`config.mk`:
```
export PLATFORM = sky130hd
export DESIGN_NAME = keypad_scan_ctrl
export DESIGN_NICKNAME = d
export VERILOG_FILES = /design/src/rtl/keypad_scan_ctrl.sv
export SDC_FILE = /design/constraint.sdc
export NUM_CORES = 1
export LEC_CHECK = 0
export BUFFER_PORTS_ARGS = -buffer_cell sky130_fd_sc_hd__buf_2
export CAP_MARGIN = 20
export CELL_PAD_IN_SITES_DETAIL_PLACEMENT = 1
export CELL_PAD_IN_SITES_GLOBAL_PLACEMENT = 2
export CORE_MARGIN = 3
export CORE_UTILIZATION = 42
export CTS_CLUSTER_SIZE = 14
export DETAILED_ROUTE_END_ITERATION = 8
export PLACE_DENSITY_LB_ADDON = 0.1
export SYNTH_ARGS = -nofsm -noshare
export SYNTH_HDL_FRONTEND = slang
export SYNTH_SLANG_ARGS = --single-unit
export TNS_END_PERCENT = 1
```
`constraint.sdc`:
```
create_clock -name i_int_osc -period 5.4 [get_ports i_int_osc]
set_clock_uncertainty 0.05 [all_clocks]
set_input_delay 0.54 -clock i_int_osc [delete_from_list [all_inputs] [get_ports i_int_osc]]
set_output_delay 0.54 -clock i_int_osc [all_outputs]
set_load 0.005 [all_outputs]
```
`src/rtl/keypad_scan_ctrl.sv`:
```
// keypad_scan_ctrl
//   Matrix keypad controller. It drives one row low at a time, samples the synchronised
//   columns at the end of each row dwell, debounces a single-key press, emits a binary key
//   code with a one-cycle valid strobe, optionally auto-repeats while the key is held, and
//   debounces the release before scanning resumes.
//
// Ports
//   i_int_osc    : clock, single domain
//   i_reset      : asynchronous reset, active low
//   i_cols_n     : raw column pins, active low, asynchronous to i_int_osc
//   o_rows_n     : row drive, active low, exactly one bit low at all times
//   o_key_code   : accepted key, row*COLS + col, held until the next emit
//   o_key_valid  : one-cycle pulse on first press or auto-repeat
//   o_key_repeat : high together with o_key_valid when the event is an auto-repeat
//   o_key_held   : high from first emit until the release has been debounced
//
// REPEAT_DELAY and REPEAT_RATE must be >= 2 when REPEAT_EN is set.
module keypad_scan_ctrl #(
  parameter int unsigned ROWS            = 4,
  parameter int unsigned COLS            = 4,
  parameter int unsigned SCAN_DIV        = 16,
  parameter int unsigned DEBOUNCE_CYCLES = 50000,
  parameter int unsigned REPEAT_EN       = 0,
  parameter int unsigned REPEAT_DELAY    = 24000000,
  parameter int unsigned REPEAT_RATE     = 4800000,
  parameter int unsigned KW              = $clog2(ROWS * COLS)
) (
  input  logic            i_int_osc,
  input  logic            i_reset,
  input  logic [COLS-1:0] i_cols_n,
  output logic [ROWS-1:0] o_rows_n,
  output logic [KW-1:0]   o_key_code,
  output logic            o_key_valid,
  output logic            o_key_repeat,
  output logic            o_key_held
);

  localparam int unsigned RowW   = $clog2(ROWS);
  localparam int unsigned ColW   = $clog2(COLS);
  localparam int unsigned DwW    = $clog2(SCAN_DIV);
  localparam int unsigned DbW    = $clog2(DEBOUNCE_CYCLES);
  localparam int unsigned RepMax = (REPEAT_DELAY > REPEAT_RATE) ? REPEAT_DELAY : REPEAT_RATE;
  localparam int unsigned RepW   = $clog2(RepMax + 1);

  localparam logic [RowW-1:0] RowLast     = RowW'(ROWS - 1);
  localparam logic [DwW-1:0]  DwLast      = DwW'(SCAN_DIV - 1);
  localparam logic [DbW-1:0]  DbLast      = DbW'(DEBOUNCE_CYCLES - 1);
  localparam logic [RepW-1:0] RepFirst    = RepW'(REPEAT_DELAY - 1);
  localparam logic [RepW-1:0] RepReload   = RepW'(REPEAT_RATE);
  localparam logic [KW-1:0]   ColsK       = KW'(COLS);
  localparam logic [ROWS-1:0] RowsNReset  = {{(ROWS - 1){1'b1}}, 1'b0};

  typedef enum logic [2:0] {
    StScan,
    StDebounce,
    StEmit,
    StHold,
    StRelease
  } state_e;

  state_e            r_state;
  logic [COLS-1:0]   r_sync1;
  logic [COLS-1:0]   r_sync2;
  logic [RowW-1:0]   r_row;
  logic [ROWS-1:0]   r_rows_n;
  logic [ColW-1:0]   r_col;
  logic [DwW-1:0]    r_dwell;
  logic [DbW-1:0]    r_cnt;
  logic [RepW-1:0]   r_rep;
  logic [KW-1:0]     r_key_code;
  logic              r_key_valid;
  logic              r_key_repeat;
  logic              r_key_held;

  logic [COLS-1:0]   w_low;
  logic              w_one_hot;
  logic [ColW-1:0]   w_low_idx;
  logic [COLS-1:0]   w_exp_cols;
  logic              w_col_high;
  logic [RowW-1:0]   w_row_next;
  logic [ROWS-1:0]   w_rows_n_next;
  logic [KW-1:0]     w_code;

  // Two-flop synchroniser; reset to "all released".
  always_ff @(posedge i_int_osc or negedge i_reset) begin
    if (!i_reset) begin
      r_sync1 <= '1;
      r_sync2 <= '1;
    end else begin
      r_sync1 <= i_cols_n;
      r_sync2 <= r_sync1;
    end
  end

  always_comb begin
    w_low     = ~r_sync2;
    w_one_hot = (w_low != '0) && ((w_low & (w_low - 1'b1)) == '0);
    w_low_idx = '0;
    for (int c = 0; c < COLS; c++) begin
      if (w_low[c]) begin
        w_low_idx = ColW'(c);
      end
    end
    // Only the latched column low, every other column released.
    w_exp_cols    = ~(COLS'(1) << r_col);
    w_col_high    = r_sync2[r_col];
    w_row_next    = (r_row == RowLast) ? '0 : r_row + 1'b1;
    w_rows_n_next = ~(ROWS'(1) << w_row_next);
    w_code        = KW'(r_row) * ColsK + KW'(r_col);
  end

  always_ff @(posedge i_int_osc or negedge i_reset) begin
    if (!i_reset) begin
      r_state      <= StScan;
      r_row        <= '0;
      r_rows_n     <= RowsNReset;
      r_col        <= '0;
      r_dwell      <= '0;
      r_cnt        <= '0;
      r_rep        <= '0;
      r_key_code   <= '0;
      r_key_valid  <= 1'b0;
      r_key_repeat <= 1'b0;
      r_key_held   <= 1'b0;
    end else begin
      r_key_valid  <= 1'b0;
      r_key_repeat <= 1'b0;
      unique case (r_state)
        StScan: begin
          if (r_dwell == DwLast) begin
            r_dwell <= '0;
            if (w_one_hot) begin
              // Row stays frozen while the press is confirmed.
              r_col   <= w_low_idx;
              r_cnt   <= '0;
              r_state <= StDebounce;
            end else begin
              r_row    <= w_row_next;
              r_rows_n <= w_rows_n_next;
            end
          end else begin
            r_dwell <= r_dwell + 1'b1;
          end
        end
        StDebounce: begin
          if (r_sync2 != w_exp_cols) begin
            r_state  <= StScan;
            r_dwell  <= '0;
            r_row    <= w_row_next;
            r_rows_n <= w_rows_n_next;
          end else if (r_cnt == DbLast) begin
            r_key_code  <= w_code;
            r_key_valid <= 1'b1;
            r_key_held  <= 1'b1;
            r_state     <= StEmit;
          end else begin
            r_cnt <= r_cnt + 1'b1;
          end
        end
        StEmit: begin
          r_state <= StHold;
          // Down-counter reaching 1 means the repeat strobe fires on the next cycle.
          if (REPEAT_EN != 0) begin
            r_rep <= RepFirst;
          end
        end
        StHold: begin
          if (w_col_high) begin
            r_state <= StRelease;
            r_cnt   <= '0;
          end else if (REPEAT_EN != 0) begin
            if (r_rep == RepW'(1)) begin
              r_key_valid  <= 1'b1;
              r_key_repeat <= 1'b1;
              r_rep        <= RepReload;
            end else begin
              r_rep <= r_rep - 1'b1;
            end
          end
        end
        StRelease: begin
          // Repeat timer is paused here so a brief lift resumes it where it left off.
          if (!w_col_high) begin
            r_state <= StHold;
          end else if (r_cnt == DbLast) begin
            r_key_held <= 1'b0;
            r_state    <= StScan;
            r_dwell    <= '0;
            r_row      <= w_row_next;
            r_rows_n   <= w_rows_n_next;
          end else begin
            r_cnt <= r_cnt + 1'b1;
          end
        end
        default: r_state <= StScan;
      endcase
    end
  end

  assign o_rows_n     = r_rows_n;
  assign o_key_code   = r_key_code;
  assign o_key_valid  = r_key_valid;
  assign o_key_repeat = r_key_repeat;
  assign o_key_held   = r_key_held;

endmodule

```
* Yosys cells after proc, flatten, opt, wreduce, memory -nomap -nowiden
Cells that the tools add are included.
Word-level totals: logic and storage cells 103, register bits 45
Operators by class: bitwise operators 5, muxes and demuxes 46, shift-type cells 2, reduce and logical (&&, ||, !) cells 14, add/subtract/negate cells 5, equal/unequal tests 19, $lt $le $gt $ge 1
Operators with widths (count):
- 2-to-1 mux 16 bit | 6
- case mux 16 bit (4 select lines) | 1
- 2-to-1 mux 4 bit | 9
- case mux 4 bit (3 select lines) | 2
- 2-to-1 mux 3 bit | 7
- != test 2 bit (second input constant) | 9
- adder 16 x 1 -> 16 bit (second input constant) | 1
- equality test 16 bit (second input constant) | 1
- 2-to-1 mux 2 bit | 8
- case mux 3 bit (5 select lines) | 1
- NOT 4 bit | 3
- AND reduction 6 bit | 2
- AND reduction 5 bit | 2
- 2-to-1 mux 1 bit | 9
- nonzero test 4 bit | 2
- << shifter 1 x 2 -> 4 bit (first input constant) | 2
- equality test 3 x 2 -> 1 bit (second input constant) | 2
- != test 3 bit (second input constant) | 2
- case mux 2 bit (3 select lines) | 1
- AND reduction 3 bit | 2
- adder 4 x 1 -> 4 bit (second input constant) | 1
- adder 4 x 2 -> 4 bit | 1
- bitwise AND 4 bit | 1
- equality test 4 bit (second input constant) | 1
- other kinds (16) | 16

* Depth between registers and ports, before layout
Gate-level depths: netlist (run 1).
word-level depth 8, mapped depth 8, mapped depth without buffers 7

* Worst setup path before layout (run 1)
No wires, ideal clock.
path kind flip-flop to flip-flop, start point register r_sync2[1], end point register r_cnt[12], path slack 3219 ps, stages on the path, launching flop included 7, buffers on the path 1, data arrival time 2039 ps, library setup time 92 ps, cell sequence dfstp_2 or3b_1 a211o_1 a211o_1 a21o_1 buf_4 o31ai_2
On the way: word-level cells in the longest chain between the ends 7, elaborated cells between the ends (all ways) 14
Ends and longest elaborated chain:
- start, declared | RTL line 63 | logic [COLS-1:0] r_sync2;
- start signal, assigned | RTL line 91 | r_sync2 <= r_sync1;
- NOT 4 bit | RTL line 96 | w_low = ~r_sync2;
- subtractor 4 x 1 -> 4 bit | RTL line 97 | w_one_hot = (w_low != '0) && ((w_low & (w_low - 1'b1)) == '0);
- bitwise AND 4 bit | RTL line 97
- zero test 4 bit | RTL line 97
- logical AND 1 bit | RTL line 97
- != test 2 bit (no source line)
- AND reduction 6 bit (no source line) (*)
- end signal, assigned | RTL line 157 | r_cnt <= r_cnt + 1'b1;
- end signal, assigned | RTL line 192 | r_cnt <= r_cnt + 1'b1;
- end, declared | RTL line 68 | logic [DbW-1:0] r_cnt;
Mark *: on every way between the ends. The rest lies on a longest branch, timed or not. The select of a mux whose other input is x is not followed. A chain may end at the register's enable or synchronous reset.

* Worst setup path in the final report (run 1)
start point register r_sync2[1], end point register r_cnt[10]
Same word-level chain as after synthesis.

==> results of run 1 <==
## area by class of cell
cell class	instances	area, µm²
inverter	14	52.6
tap	70	87.6
fill	585	2640
timing repair buffer	16	95.1
clock inverter	1	30.0
clock buffer	7	86.3
multi-input combinational	159	1070
sequential	45	1140
## worst min path at each step
stage | from | end | slack (ps)
floorplan | i_reset | o_key_code[0]$_DFFE_PN0P_ | 190
global placement | r_sync1[3]$_DFF_PN1_ | r_sync2[3]$_DFF_PN1_ | 300
detailed placement | r_sync1[3]$_DFF_PN1_ | r_sync2[3]$_DFF_PN1_ | 300
CTS | i_cols_n[1] | r_sync1[1]$_DFF_PN1_ | 280
global route | i_reset | o_rows_n[0]$_DFFE_PN0P_ | 20
finish | i_reset | o_rows_n[0]$_DFFE_PN0P_ | 20
## worst register-to-register path, cell delays in order, from the launching register on
cell and delay, ps:
dfstp_2 590, or3b_1 360, a211o_1 300, a211o_1 330, a21o_1 400, nand2b_1 270, o31ai_1 220
## state kept, by name (all words and copies together) (netlist names)
name         flops
r_state          3
o_rows_n         4
r_row            2
r_cnt           16
o_key_held       1
r_dwell          4
r_col            2
o_key_code       4
r_sync1          4
o_key_valid      1
r_sync2          4
## synth_stat cells (3+ instances only)
| master | number |
|---|---|
| inv_1 | 14 |
| mux2_1 | 6 |
| o21ai_1 | 17 |
| nor2_1 | 15 |
| nand3_1 | 7 |
| clkbuf_1 | 3 |
| nand2_1 | 21 |
| a21oi_1 | 9 |
| ha_1 | 6 |
| and3_1 | 4 |
| and2_1 | 4 |
| a31oi_1 | 4 |
| o31ai_2 | 6 |
| dfrtp_1 | 34 |
| o31ai_1 | 4 |
| dfstp_2 | 11 |
| mux2i_1 | 5 |
| nand4_1 | 4 |
| o21ai_0 | 7 |
| nand2b_1 | 5 |
| nor2b_1 | 3 |
## where the power goes
part           internal [mW]  switching [mW]
combinational         0.0872          0.0909
sequential             0.396          0.0498
clock                  0.151           0.115
## cells by family (layout without fill, tap and decap cells)
logic type	count (synthesis)	in the layout	share of synthesized area (%)
xor+xnor	2	2	0.764
fa+ha+maj	6	6	3.27
simple gates	76	76	17.4
compound gates	60	60	17.9
mux	14	14	7.09
other cells	1	1	0.164
buf+inv	20	38	3.65
flops	45	45	49.7
## per-layer routing
layer,GRT usage (%),vias up
li1,-,832
met1,23.0,910
met2,30.2,23
met3,3.39,11
met4,8.28,0
met5,0,-
## metrics by stage
stage | setup WS [ps] | std cells | power, mW | hold slack (ps) | cell area, µm²
floorplan | 3220 | 224 | 0.565 | 194 | 2290
global placement | 2920 | 303 | 0.610 | 296 | 2420
detailed placement | 2800 | 303 | 0.634 | 297 | 2420
CTS | 2780 | 311 | 0.903 | 277 | 2540
global route | 2500 | 312 | 0.947 | 15.0 | 2560
finish | 2780 | 312 | 0.890 | 16.6 | 2560
==> flow_metrics.py, run 1 <==
metrics = {
    "status": {
        "outcome": "complete, no violations",
    },
    "clocking": {
        "cts_setup_buffers": 0,
        "clkTransAtPathRegs_ps": 90,
        "clk_path_buf_depth": 2,
        "cts.sink_count": 45,
        "cts_max_level": 2,
        "holdBufCountCts": 0,
        "cts_tree": "yes",
        "clkLatencyLatePin_ps": 300,
        "cts-root-buf": "clkbuf_8",
        "cts_resized": 0,
        "cts_buffers": 5,
    },
    "setup_path": {
        "reg2reg_to": "r_cnt[10]$_DFFE_PN0P_",
        "timing_worst_setup_path_type": "reg -> reg",
        "path_cells": "or3b_1, a211o_1, a211o_1, a21o_1, nand2b_1, o31ai_1",
        "crit_slowest_cell": "dfstp_2",
        "required_ps": 5560,
        "cp_max_fo": 14,
        "endpoint": "r_cnt[10]$_DFFE_PN0P_",
        "endpoint_kind": "flip-flop",
        "startpoint": "r_sync2[1]$_DFF_PN1_",
        "r2r-start": "r_sync2[1]$_DFF_PN1_",
        "reg2reg_slack_ps": 2780,
        "max_stage_delay_ps": 590,
        "arrival_ps": 2780,
        "path_depth": 6,
        "path_buf_inv": 0,
        "cp_common_cell": "a211o_1",
        "crit_family": "compound AO/OA/AOI/OAI gates",
        "start_kind": "flip-flop",
        "worstRegToRegCells": 6,
    },
    "timing": {
        "setup_viol": 0,
        "worst_pin_slew_ps": 861,
        "min_period_ps": 2620,
        "fin_setup_tns_ps": 0,
        "fmax_ghz": 0.382,
        "rsz0062_at_grt": "false",
        "slew_headroom_pct": 42.6,
        "period_share_pct": 48.5,
        "hold_violations": 0,
        "drv_slew": 0,
    },
    "drt": {
        "wl_per_cell_um": 16.5,
        "first_pass_iters": 4,
        "drtAntennaViolNets": 0,
        "wl_met1_mm": 2.31,
        "met3_length_um": 123,
        "routed_wl_mm": 5.13,
        "drtIter0Drc": 88,
        "vias": 1776,
        "routed.top_layer": "met4",
        "wl_met2_mm": 2.56,
        "drcViolationCount": 0,
        "avgViaCountPerCell": 5.69,
    },
    "global_routing": {
        "grt_pass1_wl_mm": 8.94,
        "gr-total-overflow": 0,
        "grt_max_degree": 46,
        "grt_usage_pct": 18.2,
        "grt_pass1_vias": 1853,
        "antenna_found_initial": 0,
    },
    "layout": {
        "area_growth_pct": 11.7,
        "final_cell_mix": "dfrtp_1, nand2_1, o21ai_1",
        "final_nets": 253,
        "final_util_pct": 49.2,
        "final_layout_size_suffix_gt1_share_pct": 19.8,
        "mostFrequentLayoutCell": "dfrtp_1",
        "diodes": 0,
    },
    "die": {
        "start_util_pct": 44.1,
        "num_rows": 26,
        "die_area_mm2": 0.00638,
        "core-area_mm2": 0.00520,
        "ios": 17,
        "die_y_um": 79.9,
        "dieWidth_um": 79.9,
    },
    "synthesis": {
        "ys_async_sr_fraction_pct": 100,
        "syn_avg_cell_area_um2": 10.2,
        "synth_top_cell_area_share_pct": 37.1,
        "synthDistinctLibCells": 49,
        "synth_area_leaders": "dfrtp_1, dfstp_2, o21ai_1",
        "synth_seq_cells": 45,
        "yosysSeqAreaShare_pct": 49.7,
        "ys.flop_type": "dfrtp_1",
        "syn-cell-area_mm2": 0.00229,
        "synth_nets": 236,
        "synth_edf_count": 0,
        "postSynthCellCount": 224,
        "yosys.area.top_type": "dfrtp_1",
        "ys.warnings.count": 0,
    },
    "run": {
        "max_cap_violations": 0,
    },
    "placed_design": {
        "finalWeightedCongestion": 0.772,
        "port_buffers": 15,
        "post-dp-hpwl_mm": 3.71,
    },
    "pwr": {
        "peakVddDrop_v": 0.000177,
        "powerDensity_mw_per_mm2": 348,
        "total_leakage_power_nw": 1.17,
    },
    "min_path": {
        "hold_class": "in -> async",
    },
}
(Power assumes the default switching activity.)
==> run 2, diff against run 1 <==
ABC_AREA = 1   (was default)
CORE_UTILIZATION = 32   (was 42)
clock period = 2.2 ns   (was 5.4 ns; I/O delays follow)
==> run 2 against run 1 <==
Net effect:
- count of clock-buffer cells in the layout decreased by 1
- sequential share of layout area decreased by 6.8 points
- sequential power increased by 140%
- largest cell class is now multi-input gates
- first-iteration DRC count decreased by 28%
- cell count increased by 54%
- non-clock buffer count increased by 12
- critical endpoint is now r_cnt[9]$_DFFE_PN0P_
- synthesized area increased by 15%
- largest power group unchanged
- wire length increased by 30%
- final area increased by 18%
==> flow_metrics.py, run 2 <==
metrics = {
    "drt": {
        "drcViolationCount": 0,
        "avgViaCountPerCell": 4.70,
        "routed_wl_mm": 6.68,
        "vias": 2257,
        "drtIter0Drc": 63,
        "first_pass_iters": 4,
        "wl_per_cell_um": 13.9,
        "drtAntennaViolNets": 0,
    },
    "setup_path": {
        "path_buf_inv": 2,
        "max_stage_delay_ps": 560,
        "endpoint_kind": "flip-flop",
        "crit_slowest_cell": "dfstp_2",
        "required_ps": 2350,
        "arrival_ps": 2010,
        "cp_max_fo": 16,
        "cp_common_cell": "nand2_1",
        "timing_worst_setup_path_type": "reg -> reg",
        "path_cells": "inv_1, o21ai_1, nand2_1, nand3_2, inv_1, a21oi_4, nand3_4, nand2_1, nand2_1",
        "crit_family": "simple AND/OR/NAND/NOR gates",
        "start_kind": "flip-flop",
    },
    "synthesis": {
        "muxShareOfSynthArea_pct": 0,
        "synth_area_leaders": "dfrtp_1, nand2_1, dfstp_2",
        "ys.flop_type": "dfrtp_1",
        "syn-cell-area_mm2": 0.00263,
        "synth_compound_area_share_pct": 4.37,
        "ys.warnings.count": 0,
        "yosys.area.top_type": "dfrtp_1",
        "synth_nets": 358,
        "synth.most_common_cell": "nand2_1",
        "yosysSeqAreaShare_pct": 43.3,
        "syn_avg_cell_area_um2": 7.61,
        "synthDistinctLibCells": 33,
        "synth_top_cell_area_share_pct": 32.3,
        "synth_edf_count": 0,
        "synth_simple_gate_area_share_pct": 40.3,
        "synth_fa_ha_area_share_pct": 2.85,
        "synth_seq_cells": 45,
        "synth_top_family_by_area": "simple AND/OR/NAND/NOR gates",
        "synth_commonest_cells": "nand2_1, nor2_1, dfrtp_1",
        "synth-xor-area-share_pct": 2.99,
        "postSynthCellCount": 346,
        "ys_async_sr_fraction_pct": 100,
    },
    "min_path": {
        "hold_class": "reg -> reg",
    },
    "timing": {
        "fmax_ghz": 0.537,
        "drv_slew": 0,
        "fin_setup_tns_ps": 0,
        "period_share_pct": 84.7,
        "rsz0062_at_grt": "false",
        "hold_violations": 0,
        "worst_pin_slew_ps": 598,
        "holdWs_ps": 310,
        "setup_ws_ps": 337,
        "setup_viol": 0,
        "slew_headroom_pct": 60.1,
        "min_period_ps": 1860,
    },
    "pwr": {
        "seq_power_share_pct": 41.0,
        "peakVddDrop_v": 0.000313,
        "p_int_mw": 1.65,
        "pwr-share-comb_pct": 34.5,
        "finalPower_mw": 2.67,
        "powerDensity_mw_per_mm2": 882,
        "power.share.clock_pct": 24.5,
        "total_leakage_power_nw": 1.51,
        "swShare_pct": 38.2,
        "switching_power_mw": 1.02,
    },
    "layout": {
        "final_nets": 389,
        "final_layout_size_suffix_gt1_share_pct": 19.0,
        "final_cell_mix": "nand2_1, nor2_1, dfrtp_1",
        "largest_reg_flops": 16,
        "mostFrequentLayoutCell": "nand2_1",
        "stdcell_count": 480,
        "diodes": 0,
        "largest-register": "r_cnt",
        "area_growth_pct": 14.8,
    },
    "die": {
        "num_rows": 32,
        "die_area_mm2": 0.00935,
        "ios": 17,
        "start_util_pct": 33.6,
        "die_y_um": 96.7,
        "dieWidth_um": 96.7,
        "core-area_mm2": 0.00785,
    },
    "placed_design": {
        "placedCellCount": 467,
        "dpl_worst_slack_ps": 331,
        "post-dp-hpwl_mm": 4.99,
        "finalWeightedCongestion": 0.765,
        "port_buffers": 15,
    },
    "clocking": {
        "cts_buffers": 5,
        "clkLatencyLatePin_ps": 300,
        "cts_max_level": 2,
        "cts_tree": "yes",
        "cts.sink_count": 45,
        "cts_setup_buffers": 0,
        "clk_path_buf_depth": 2,
        "clkTransAtPathRegs_ps": 90,
        "cts-root-buf": "clkbuf_8",
    },
    "global_routing": {
        "gr-total-overflow": 0,
        "antenna_found_initial": 0,
        "grt_pass1_wl_mm": 11.7,
        "grt_max_degree": 46,
        "grt_pass1_vias": 2440,
        "grt_usage_pct": 15.1,
    },
    "status": {
        "outcome": "complete, no violations",
    },
    "run": {
        "max_cap_violations": 0,
    },
}
## run 2: stage by stage
step | utilization, % | area (µm²)
finish | 38.5 | 3020
global route | 38.5 | 3020
CTS | 38.5 | 3020
detailed placement | 36.5 | 2860
global placement | 36.5 | 2860
floorplan | - | 2630
## run 2: metal layers
| metal | share of wire [%] | global-route usage (%) | vias up | wire length [µm] |
|---|---|---|---|---|
| li1 | - | - | 1160 | - |
| met1 | 47 | 19.0 | 1075 | 3140 |
| met2 | 51 | 27.0 | 20 | 3380 |
| met3 | 2.2 | 2.52 | 2 | 144 |
| met4 | 0.25 | 2.92 | 0 | 17 |
| met5 | 0 | 0 | - | 0 |
## run 2: logic make-up (layout without fill, tap and decap cells)
kind of cell / count (synthesis) / in the layout
AO/OA/AOI/OAI: 19 / 19
adder cells (fa/ha/maj): 6 / 6
buffers and inverters: 37 / 69
AND/OR/NAND/NOR: 229 / 229
flip-flops: 45 / 45
XOR/XNOR: 9 / 9
other: 1 / 1
## run 2: power groups by stage
| stage | registers, mW | logic, mW | clock network, mW |
|---|---|---|---|
| 2_1_floorplan | 1.10 | 0.652 | 0 |
| 3_3_place_gp | 1.11 | 0.932 | 0 |
| 3_5_place_dp | 1.11 | 0.937 | 0 |
| 4_1_cts | 1.09 | 0.948 | 0.688 |
| 5_1_grt | 1.12 | 1.07 | 0.731 |
| 6_report | 1.09 | 0.919 | 0.654 |
## run 2: worst paths after layout
path,slack [ps],cells after the start,end,start
max in group asynchronous,1210,3,r_cnt[4]$_DFFE_PN0P_,i_reset
min,310,0,r_sync2[0]$_DFF_PN1_,r_sync1[0]$_DFF_PN1_
min reg2reg,310,0,r_sync2[0]$_DFF_PN1_,r_sync1[0]$_DFF_PN1_
max reg2reg,340,9,r_cnt[9]$_DFFE_PN0P_,r_sync2[0]$_DFF_PN1_
min in group asynchronous,490,3,r_state[1]$_DFFE_PN0P_,i_reset
max,340,9,r_cnt[9]$_DFFE_PN0P_,r_sync2[0]$_DFF_PN1_
## run 2: repair_timing
item / 4_1_cts / 5_1_grt
resized for setup: 0 / 0
endpoints found under the hold margin: 38 / 0
hold buffers: 5 / 0
## run 2: area by class of cell
class                      instances  area [µm²]
sequential                        45        1140
inverter                          33         125
clock buffer                       6        72.6
timing repair buffer              28         185
tap                              102         128
clock inverter                     2        38.8
fill                            1008        4820
multi-input combinational        264        1330
